`src/rtl/uart_bridge_pkg.sv`:
```
// Shared constants and state encodings for the UART-driven bus initiator.
package uart_bridge_pkg;

  localparam logic [7:0] CMD_WRITE = 8'h57;
  localparam logic [7:0] CMD_READ  = 8'h52;
  localparam logic [7:0] RPL_OK    = 8'h4B;
  localparam logic [7:0] RPL_ERR   = 8'h45;

  localparam int DEFAULT_BAUD_DIV      = 651;
  localparam int DEFAULT_TIMEOUT_TICKS = 640;

  typedef enum logic [2:0] {
    ST_IDLE,
    ST_CMD,
    ST_ADDR,
    ST_DATA,
    ST_BUS,
    ST_RESP
  } cmd_state_e;

  typedef enum logic [2:0] {
    RX_IDLE,
    RX_START,
    RX_DATA,
    RX_STOP,
    RX_BREAK
  } rx_state_e;

endpackage

```
`src/rtl/uart_bus_bridge_if.sv`:
```
// Peripheral bus seen by the bridge: single-cycle rd/wr strobes plus the busy flag used by the top-level mux.
interface uart_bus_bridge_if;
  logic        rd;
  logic        wr;
  logic [31:0] addr;
  logic [31:0] wdata;
  logic [31:0] rdata;
  logic        busy;

  modport master (output rd, wr, addr, wdata, busy, input rdata);
  modport slave  (input rd, wr, addr, wdata, busy, output rdata);
endinterface

```
`src/rtl/uart_rx_core.sv`:
```
// 16x oversampled 8N1 receiver with a 2-flop input synchronizer; emits byte-valid or framing-error pulses.
module uart_rx_core
  import uart_bridge_pkg::*;
(
  input  logic       clk,
  input  logic       reset,
  input  logic       tick,
  input  logic       rxd,
  output logic [7:0] rx_byte,
  output logic       rx_valid,
  output logic       rx_ferr
);

  rx_state_e  state;
  logic       rxd_m;
  logic       rxd_s;
  logic [3:0] tcnt;
  logic [2:0] bcnt;
  logic [7:0] shreg;

  always_ff @(posedge clk) begin
    if (reset) begin
      rxd_m <= 1'b1;
      rxd_s <= 1'b1;
    end else begin
      rxd_m <= rxd;
      rxd_s <= rxd_m;
    end
  end

  always_ff @(posedge clk) begin
    rx_valid <= 1'b0;
    rx_ferr  <= 1'b0;
    if (reset) begin
      state <= RX_IDLE;
      tcnt  <= 4'd0;
      bcnt  <= 3'd0;
    end else if (tick) begin
      case (state)
        RX_IDLE: begin
          if (!rxd_s) begin
            state <= RX_START;
            tcnt  <= 4'd0;
          end
        end
        // Re-check at mid start bit so short glitches are rejected.
        RX_START: begin
          if (tcnt == 4'd7) begin
            tcnt  <= 4'd0;
            bcnt  <= 3'd0;
            state <= rxd_s ? RX_IDLE : RX_DATA;
          end else begin
            tcnt <= tcnt + 4'd1;
          end
        end
        RX_DATA: begin
          if (tcnt == 4'd15) begin
            tcnt  <= 4'd0;
            shreg <= {rxd_s, shreg[7:1]};
            bcnt  <= bcnt + 3'd1;
            if (bcnt == 3'd7) state <= RX_STOP;
          end else begin
            tcnt <= tcnt + 4'd1;
          end
        end
        RX_STOP: begin
          if (tcnt == 4'd15) begin
            tcnt <= 4'd0;
            if (rxd_s) begin
              rx_valid <= 1'b1;
              state    <= RX_IDLE;
            end else begin
              rx_ferr <= 1'b1;
              state   <= RX_BREAK;
            end
          end else begin
            tcnt <= tcnt + 4'd1;
          end
        end
        // A low stop bit means the line may still be held low; wait for idle before hunting again.
        RX_BREAK: begin
          if (rxd_s) state <= RX_IDLE;
        end
        default: state <= RX_IDLE;
      endcase
    end
  end

  assign rx_byte = shreg;

endmodule

```
`src/rtl/uart_bus_bridge.sv`:
```
// UART command decoder acting as a second bus master: 'W' writes, 'R' reads, anything else answers 'E'.
module uart_bus_bridge
  import uart_bridge_pkg::*;
#(
  parameter int BAUD_DIV      = DEFAULT_BAUD_DIV,
  parameter int TIMEOUT_TICKS = DEFAULT_TIMEOUT_TICKS
) (
  input  logic              clk,
  input  logic              reset,
  input  logic              rxd,
  output logic              txd,
  uart_bus_bridge_if.master bus
);

  localparam int TICK_W = (BAUD_DIV > 1) ? $clog2(BAUD_DIV) : 1;
  localparam int TMO_W  = (TIMEOUT_TICKS > 1) ? $clog2(TIMEOUT_TICKS) : 1;

  logic [TICK_W-1:0] div_cnt;
  logic              tick;
  logic [7:0]        rx_byte;
  logic              rx_valid;
  logic              rx_ferr;

  cmd_state_e        state;
  logic [7:0]        cmd_byte;
  logic              is_write;
  logic [1:0]        byte_idx;
  logic [TMO_W-1:0]  tmo_cnt;
  logic              rd_r;
  logic              wr_r;
  logic              busy_r;
  logic [31:0]       addr_r;
  logic [31:0]       wdata_r;
  logic              txd_r;
  logic [31:0]       resp_word;
  logic [2:0]        resp_left;
  logic              tx_on;
  logic [3:0]        tx_bit;
  logic [3:0]        tx_tcnt;
  logic [7:0]        tx_shift;

  assign tick = (div_cnt == TICK_W'(BAUD_DIV - 1));

  always_ff @(posedge clk) begin
    if (reset || tick) div_cnt <= '0;
    else               div_cnt <= div_cnt + TICK_W'(1);
  end

  uart_rx_core u_rx (
    .clk      (clk),
    .reset    (reset),
    .tick     (tick),
    .rxd      (rxd),
    .rx_byte  (rx_byte),
    .rx_valid (rx_valid),
    .rx_ferr  (rx_ferr)
  );

  always_ff @(posedge clk) begin
    if (reset) begin
      state     <= ST_IDLE;
      is_write  <= 1'b0;
      byte_idx  <= 2'd0;
      tmo_cnt   <= '0;
      rd_r      <= 1'b0;
      wr_r      <= 1'b0;
      busy_r    <= 1'b0;
      addr_r    <= '0;
      wdata_r   <= '0;
      txd_r     <= 1'b1;
      resp_left <= 3'd0;
      tx_on     <= 1'b0;
      tx_bit    <= 4'd0;
      tx_tcnt   <= 4'd0;
    end else begin
      rd_r <= 1'b0;
      wr_r <= 1'b0;
      case (state)
        ST_IDLE: begin
          if (rx_valid) begin
            cmd_byte <= rx_byte;
            busy_r   <= 1'b1;
            state    <= ST_CMD;
          end
        end
        ST_CMD: begin
          byte_idx <= 2'd0;
          tmo_cnt  <= '0;
          tx_on    <= 1'b0;
          if (cmd_byte == CMD_WRITE || cmd_byte == CMD_READ) begin
            is_write <= (cmd_byte == CMD_WRITE);
            state    <= ST_ADDR;
          end else begin
            resp_word <= {RPL_ERR, 24'h0};
            resp_left <= 3'd1;
            state     <= ST_RESP;
          end
        end
        // Argument bytes arrive MSB first and shift into addr/wdata in place.
        ST_ADDR, ST_DATA: begin
          if (rx_ferr) begin
            busy_r <= 1'b0;
            state  <= ST_IDLE;
          end else if (rx_valid) begin
            tmo_cnt  <= '0;
            byte_idx <= byte_idx + 2'd1;
            if (state == ST_ADDR) addr_r  <= {addr_r[23:0], rx_byte};
            else                  wdata_r <= {wdata_r[23:0], rx_byte};
            if (byte_idx == 2'd3) begin
              if (state == ST_ADDR && is_write) begin
                state <= ST_DATA;
              end else begin
                wr_r  <= is_write;
                rd_r  <= !is_write;
                state <= ST_BUS;
              end
            end
          end else if (tick) begin
            if (tmo_cnt == TMO_W'(TIMEOUT_TICKS - 1)) begin
              busy_r <= 1'b0;
              state  <= ST_IDLE;
            end else begin
              tmo_cnt <= tmo_cnt + TMO_W'(1);
            end
          end
        end
        ST_BUS: begin
          if (is_write) begin
            resp_word <= {RPL_OK, 24'h0};
            resp_left <= 3'd1;
          end else begin
            resp_word <= bus.rdata;
            resp_left <= 3'd4;
          end
          state <= ST_RESP;
        end
        // Transmitter: tx_bit 0 = start, 1..8 = data LSB first, 9 = stop; 16 ticks each.
        ST_RESP: begin
          if (tick) begin
            if (!tx_on) begin
              tx_on    <= 1'b1;
              txd_r    <= 1'b0;
              tx_bit   <= 4'd0;
              tx_tcnt  <= 4'd0;
              tx_shift <= resp_word[31:24];
            end else if (tx_tcnt != 4'd15) begin
              tx_tcnt <= tx_tcnt + 4'd1;
            end else begin
              tx_tcnt <= 4'd0;
              if (tx_bit == 4'd9) begin
                if (resp_left == 3'd1) begin
                  tx_on  <= 1'b0;
                  busy_r <= 1'b0;
                  state  <= ST_IDLE;
                end else begin
                  resp_left <= resp_left - 3'd1;
                  resp_word <= {resp_word[23:0], 8'h00};
                  tx_shift  <= resp_word[23:16];
                  txd_r     <= 1'b0;
                  tx_bit    <= 4'd0;
                end
              end else if (tx_bit == 4'd8) begin
                txd_r  <= 1'b1;
                tx_bit <= 4'd9;
              end else begin
                txd_r    <= tx_shift[0];
                tx_shift <= {1'b0, tx_shift[7:1]};
                tx_bit   <= tx_bit + 4'd1;
              end
            end
          end
        end
        default: state <= ST_IDLE;
      endcase
    end
  end

  assign txd       = txd_r;
  assign bus.rd    = rd_r;
  assign bus.wr    = wr_r;
  assign bus.addr  = addr_r;
  assign bus.wdata = wdata_r;
  assign bus.busy  = busy_r;

endmodule

```
`src/flat_wrapper.sv`:
```
// flat-port wrapper written by rule: the top's interface ports become plain ports
module uart_bus_bridge_flat import uart_bridge_pkg::*;
#(
  parameter int BAUD_DIV      = DEFAULT_BAUD_DIV,
  parameter int TIMEOUT_TICKS = DEFAULT_TIMEOUT_TICKS
)
  (clk, reset, rxd, txd, bus_rd, bus_wr, bus_addr, bus_wdata, bus_busy, bus_rdata);
  uart_bus_bridge_if bus_i ();
  input  logic clk;
  input  logic reset;
  input  logic rxd;
  output logic txd;
  output wire logic [$bits(bus_i.rd)-1:0] bus_rd;
  output wire logic [$bits(bus_i.wr)-1:0] bus_wr;
  output wire logic [$bits(bus_i.addr)-1:0] bus_addr;
  output wire logic [$bits(bus_i.wdata)-1:0] bus_wdata;
  output wire logic [$bits(bus_i.busy)-1:0] bus_busy;
  input wire logic [$bits(bus_i.rdata)-1:0] bus_rdata;
  assign bus_rd = bus_i.rd;
  assign bus_wr = bus_i.wr;
  assign bus_addr = bus_i.addr;
  assign bus_wdata = bus_i.wdata;
  assign bus_busy = bus_i.busy;
  assign bus_i.rdata = bus_rdata;
  uart_bus_bridge #(.BAUD_DIV(BAUD_DIV), .TIMEOUT_TICKS(TIMEOUT_TICKS)) u_core (.clk(clk), .reset(reset), .rxd(rxd), .txd(txd), .bus(bus_i));
endmodule
```
`config.mk`:
```
export PLATFORM = sky130hd
export DESIGN_NAME = uart_bus_bridge_flat
export DESIGN_NICKNAME = d
export VERILOG_FILES = /design/src/rtl/uart_bridge_pkg.sv /design/src/rtl/uart_bus_bridge_if.sv /design/src/rtl/uart_rx_core.sv /design/src/rtl/uart_bus_bridge.sv /design/src/flat_wrapper.sv
export SDC_FILE = /design/constraint.sdc
export NUM_CORES = 1
export LEC_CHECK = 0
export BUFFER_PORTS_ARGS = -buffer_cell sky130_fd_sc_hd__buf_2
export CAP_MARGIN = 5
export CORE_ASPECT_RATIO = 1.75
export CORE_MARGIN = 3
export CORE_UTILIZATION = 41
export CTS_BUF_LIST = sky130_fd_sc_hd__clkbuf_4 sky130_fd_sc_hd__clkbuf_8 sky130_fd_sc_hd__clkbuf_16
export CTS_CLUSTER_SIZE = 28
export DETAILED_ROUTE_END_ITERATION = 10
export GPL_ROUTABILITY_DRIVEN = 0
export PLACE_DENSITY = 0.59
export SLEW_MARGIN = 20
export SYNTH_ARGS = -nofsm -noshare
export SYNTH_HDL_FRONTEND = slang
export SYNTH_SLANG_ARGS = --single-unit
```
`constraint.sdc`:
```
create_clock -name clk -period 5 [get_ports clk]
set_clock_uncertainty 0.15 [all_clocks]
set_input_delay 1 -clock clk [delete_from_list [all_inputs] [get_ports clk]]
set_output_delay 1 -clock clk [all_outputs]
set_load 0.01 [all_outputs]
```
## Yosys cells after proc, flatten, opt, wreduce, memory -nomap -nowiden

Cells that the tools add are included.

| storage, ports and cells | value |
|---|---|
| output and inout bits | 68 |
| input port bits | 35 |
| bits in registers | 176 |
| word-level logic and storage cells | 215 |

| cells by class | value |
|---|---|
| bitwise logic cells | 9 |
| eq/ne operators | 48 |
| muxes and demuxes | 90 |
| reduce and logical (&&, ||, !) cells | 34 |
| $add $sub $neg | 8 |

Operator list:

| cell | count |
|---|---|
| $mux W32 | 7 |
| $pmux W32 S3 | 1 |
| $mux W3 | 29 |
| $mux W10 | 4 |
| $mux W4 | 10 |
| $mux W8 | 5 |
| $pmux W3 S5 | 2 |
| $ne A2 B2 Y1 const B | 13 |
| $reduce_and A4 Y1 | 6 |
| $mux W1 | 22 |
| $add A10 B1 Y10 const B | 2 |
| $eq A10 B10 Y1 const B | 2 |
| $pmux W10 S2 | 1 |
| $eq A8 B7 Y1 const B | 2 |
| $reduce_and A7 Y1 | 2 |
| $add A4 B1 Y4 const B | 3 |
| $eq A3 B2 Y1 const B | 4 |
| $eq A3 B3 Y1 const B | 4 |
| $eq A4 B4 Y1 const B | 3 |
| $ne A3 B3 Y1 const B | 4 |
| $ne A4 B3 Y1 const B | 3 |
| $pmux W4 S3 | 1 |
| $reduce_and A10 Y1 | 1 |
| $eq A3 B1 Y1 const B | 3 |
| other kinds (29) | 55 |

## Logic depth before layout (Yosys ltp)

| logic depth | value |
|---|---|
| word-level depth | 7 |
| depth in mapped cells | 9 |
| depth with buffers taken out | 7 |

## Hierarchy

Synthesis repeated with hierarchy kept, for this count alone.

| unflattened totals | value |
|---|---|
| cell total of the unflattened synthesis | 774 |
| area total of the unflattened synthesis | 7485.9 sq um |

Modules (own cells, without submodules):

| module | cells each | times used | area an instance (sq um) | seq. area each (sq um) |
|---|---|---|---|---|
| uart_bus_bridge | 686 | 1 | 6536.3 | 3563.4 |
| uart_rx_core | 88 | 1 | 949.7 | 520.5 |

## Worst setup path after synthesis

OpenSTA, ideal clock, no wires.

| timing | value |
|---|---|
| path type | input-to-reg |
| start point | in reset |
| end point | reg u_core.resp_word[0] (enable) |
| library setup time | 0.461 ns |
| data required time | 4.389 ns |
| arrival | 3.576 ns |
| cell stages on the path | 3 |
| setup slack | 0.813 ns |
| buffers on the path | 2 |
| path through | buf_6 -> clkbuf_1 -> nor3_1 |

| on the way | value |
|---|---|
| longest elaborated chain between the ends | 2 |

RTL lines:

| element | RTL line | RTL |
|---|---|---|
| start: declaration | flat_wrapper.sv:10 | `input logic reset;` |
| $not A1 Y1 (no source line) | -- |  |
| $reduce_and A8 Y1 (no source line) | -- |  |
| end signal: assignment | uart_bus_bridge.sv:94 | `resp_word <= {RPL_ERR, 24'h0};` |
| end signal: assignment | uart_bus_bridge.sv:129 | `resp_word <= {RPL_OK, 24'h0};` |
| end signal: assignment | uart_bus_bridge.sv:132 | `resp_word <= bus.rdata;` |
| end: declaration | uart_bus_bridge.sv:35 | `logic [31:0] resp_word;` |

No other way between the ends.
A chain may end at the register's enable or synchronous reset.

## Worst setup path in the final report

| timing | value |
|---|---|
| start point | reg u_core.state[0] |
| end point | reg u_core.resp_word[29] (enable) |

| on the way | value |
|---|---|
| longest elaborated chain between the ends | 3 |
| elaborated cells between the ends (all ways) | 11 |
| classes of those cells | eq/ne: 9; reduce/logical: 2 |

RTL lines:

| element | RTL line | RTL |
|---|---|---|
| start: declaration | uart_bus_bridge.sv:24 | `cmd_state_e state;` |
| start signal: assignment | uart_bus_bridge.sv:61 | `state <= ST_IDLE;` |
| start signal: assignment | uart_bus_bridge.sv:83 | `state <= ST_CMD;` |
| start signal: assignment | uart_bus_bridge.sv:92 | `state <= ST_ADDR;` |
| $eq A3 B3 Y1 / $eq A3 B1 Y1 (equally long branches) | uart_bus_bridge.sv:78 | `case (state)` |
| $ne A2 B2 Y1 (no source line), or another cell as far along | -- |  |
| $reduce_and A8 Y1 (no source line) (*) | -- |  |

Mark *: on every way between the ends. The rest lies on a longest branch, timed or not.

==> results.sh <==
export IMPL_status="complete, no violations"
export IMPL_portBuffers=102
export IMPL_synth_nets=830
export IMPL_async_flop_share=0
export IMPL_p_leak_nw=3.19
export IMPL_r2r_slack_ns=1.97
export IMPL_worst_pin_slew_ns=0.990
export IMPL_finalWirelength_um=16600
export IMPL_cpMaxStageDelayCell="o31ai_1"
export IMPL_ys_flop_type="dfxtp_1"
export IMPL_cts_tree="done"
export IMPL_synth_edf_count=56
export IMPL_grt_max_degree=67
export IMPL_globalRouteMet3Util=0.0326
export IMPL_slew_headroom=0.335
export IMPL_antenna_found_initial=0
export IMPL_viasPerCell=5.21
export IMPL_synth_area_leaders="dfxtp_1 (32%), edfxtp_1 (23%), nand2_1 (8.0%)"
export IMPL_fin_tns_setup_ns=0
export IMPL_maxCapViolations=0
export IMPL_critical_path_class="reg2reg"
export IMPL_numCtsBuffers=17
export IMPL_power_density_nw_per_um2=358
export IMPL_track_usage=0.174
export IMPL_fp_row_count=64
export IMPL_post_cts_buffers=0
export IMPL_synth_seq_area_share=0.549
export IMPL_avgSynthCellArea_um2=9.52
export IMPL_yosysTopAreaCellShare=0.323
export IMPL_overflow=0
export IMPL_yosys_warnings=0
export IMPL_cpPeakStageDelay_ns=0.74
export IMPL_synth_most_common_cell="nand2_1"
export IMPL_cp_end_kind="register"
export IMPL_max_freq_mhz=330
export IMPL_root_buffer="clkbuf_16"
export IMPL_clock_sinks=176
export IMPL_cts_hold_buf=0
export IMPL_drc=0
export IMPL_ctsHtreeMaxLevel=4
export IMPL_grt_pass1_vias=5797
export IMPL_nNetsFinal=914
export IMPL_rsz0062_at_grt="false"
export IMPL_coreArea_um2=17600
export IMPL_hpwlAfterDp_um=11600
export IMPL_crit_path_max_fanout=32
export IMPL_initial_core_util=0.423
export IMPL_yosys_top_cells_count="nand2_1 (159), dfxtp_1 (120), a21oi_1 (95)"
export IMPL_fin_ws_ns=1.97
export IMPL_vias=5787
export IMPL_worstHoldPathCells=1
export IMPL_top_usage_layer="met2"
export IMPL_drive_gt1_frac=0.189
export IMPL_ys_types=71
export IMPL_hold_ws_ns=0.258
export IMPL_syn_inst=782
export IMPL_drt_iter0_markers=312
export IMPL_pre_cts_ws_ns=1.98
export IMPL_final_hold_viol_count=0
export IMPL_cts_resized=0
export IMPL_hold_path_endpoint="u_core.u_rx.rxd_s"
export IMPL_n_antenna_cell=0
export IMPL_pin_count=103
export IMPL_synth_largest_area_cell="dfxtp_1"
export IMPL_r2r_start="u_core.state[0]"
export IMPL_fp_dieArea_um2=19900
export IMPL_dieWidth_um=108
export IMPL_wire_per_inst_um=15.0
export IMPL_met2_usage=0.325
export IMPL_arrival_ns=2.95
export IMPL_postRouteAntennaNets=0
export IMPL_syn_cell_area_um2=7440
export IMPL_start_kind="register"
export IMPL_max_vdd_ir_drop_uv=264
export IMPL_setup_viol=0
export IMPL_crit_required_ns=4.92
export IMPL_clk_path_buf_depth=2
export IMPL_rr_worst_depth=5
export IMPL_path_clk_slew_ns=0.07
export IMPL_syn_to_final_growth_pct=16.8
export IMPL_postLayoutCoreUtil=0.494
export IMPL_clk_latency_ns=0.42
export IMPL_path_cells="inv_1 -> o31ai_1 -> nand2_1 -> nor3_2 -> buf_4"
export IMPL_min_from="u_core.u_rx.rxd_m"
export IMPL_worstReg2RegEnd="u_core.resp_word[29]"
export IMPL_dr_pass1_iters=4
export IMPL_grt_pass1_wl_um=27900
export IMPL_die_h_um=184
export IMPL_slew_viol_final=0
export IMPL_fin_crit_ns=3.03
export IMPL_ys_ff_latch=176
export IMPL_period_share=0.607
export IMPL_met1_usage=0.194
export IMPL_hold_path_class="reg2reg"
-- state kept, by name (all words and copies together), names as in the netlist, 4 cells and up --
| signal | count |
|---|---|
| u_core.u_rx.rx_byte | 8 |
| u_core.tx_tcnt | 4 |
| u_core.bus.wdata | 32 |
| u_core.bus.addr | 32 |
| u_core.u_rx.tcnt | 4 |
| u_core.cmd_byte | 8 |
| u_core.tx_bit | 4 |
| u_core.div_cnt | 10 |
| u_core.tx_shift | 8 |
| u_core.resp_word | 32 |
| u_core.tmo_cnt | 10 |
-- logic make-up (layout without fill, tap and decap cells) --
kind of cell,count (synthesis),after routing,synth area share
compound gates,191,191,0.160
xor+xnor,10,10,0.0118
fa+ha+maj,13,13,0.0218
buf+inv,67,164,0.0410
flops,176,176,0.549
mux,5,5,0.00689
simple gates,320,320,0.210
-- placed cells by master (no fill, tap or decap), drive strengths merged, types with 3 or more instances in the layout --
master and count:
clkinv 7, a311oi 5, a22o 20, mux2i 4
nand4 7, nor2 47, clkbuf 20, nor3b 3
nand3b 4, a31oi 5, a21boi 3, nand2b 6
a21o 4, or3 4, and3 6, or4 10
xor2 5, nor4b 4, a22oi 9, nand3 16
buf 111, and4 3, ha 13, edfxtp 56
and2 10, a211o 3, nor3 17, nor2b 7
nand2 159, a21oi 97, nor4 4, inv 24
or2 3, and4b 3, o31ai 6, dfxtp 120
xnor2 5, o21ai 22
-- where the power goes --
| group | internal, mW | total (mW) | switching (mW) |
|---|---|---|---|
| clock | 0.757 | 1.31 | 0.555 |
| sequential | 1.53 | 1.57 | 0.0365 |
| combinational | 0.0778 | 0.229 | 0.151 |
-- critical path, delay by kind of cell (launching register included) --
kind	cells	cell delay [ns]
buffers and inverters	2	0.75
AOI/OAI and AO/OA	1	0.74
DFF	1	0.69
and+or+nand+nor	2	0.32
-- how the worst max path moves through the flow --
stage | startpoint | end | cells after the start
after floorplan | reset | u_core.resp_word[0] | 3
after global placement | u_core.state[0] | u_core.resp_word[5] | 5
after detailed placement | u_core.div_cnt[0] | u_core.tx_shift[5] | 6
after CTS | u_core.state[0] | u_core.resp_word[31] | 5
after global routing | u_core.state[0] | u_core.resp_word[7] | 5
final | u_core.state[0] | u_core.resp_word[29] | 5
-- through the flow --
step	power (mW)	cells	area [um2]
2_1_floorplan	1.76	782	7440
3_3_place_gp	1.83	1078	8110
3_5_place_dp	1.83	1078	8110
4_1_cts	3.14	1110	8690
5_1_grt	3.24	1110	8690
6_report	3.11	1110	8690
-- area by class of cell --
cell class	instances	area (um2)
Multi-Input combinational cell	539	3080
Clock buffer	20	448
Sequential cell	176	4080
Fill cell	1720	8920
Tap cell	231	289
Timing Repair Buffer	111	581
Clock inverter	12	135
Inverter	21	78.8
-- layer usage --
layer	wire [um]	share of wire
met1	6770	0.41
met2	9220	0.55
met3	393	0.024
met4	243	0.015
met5	0	0
(Power assumes the default switching activity.)
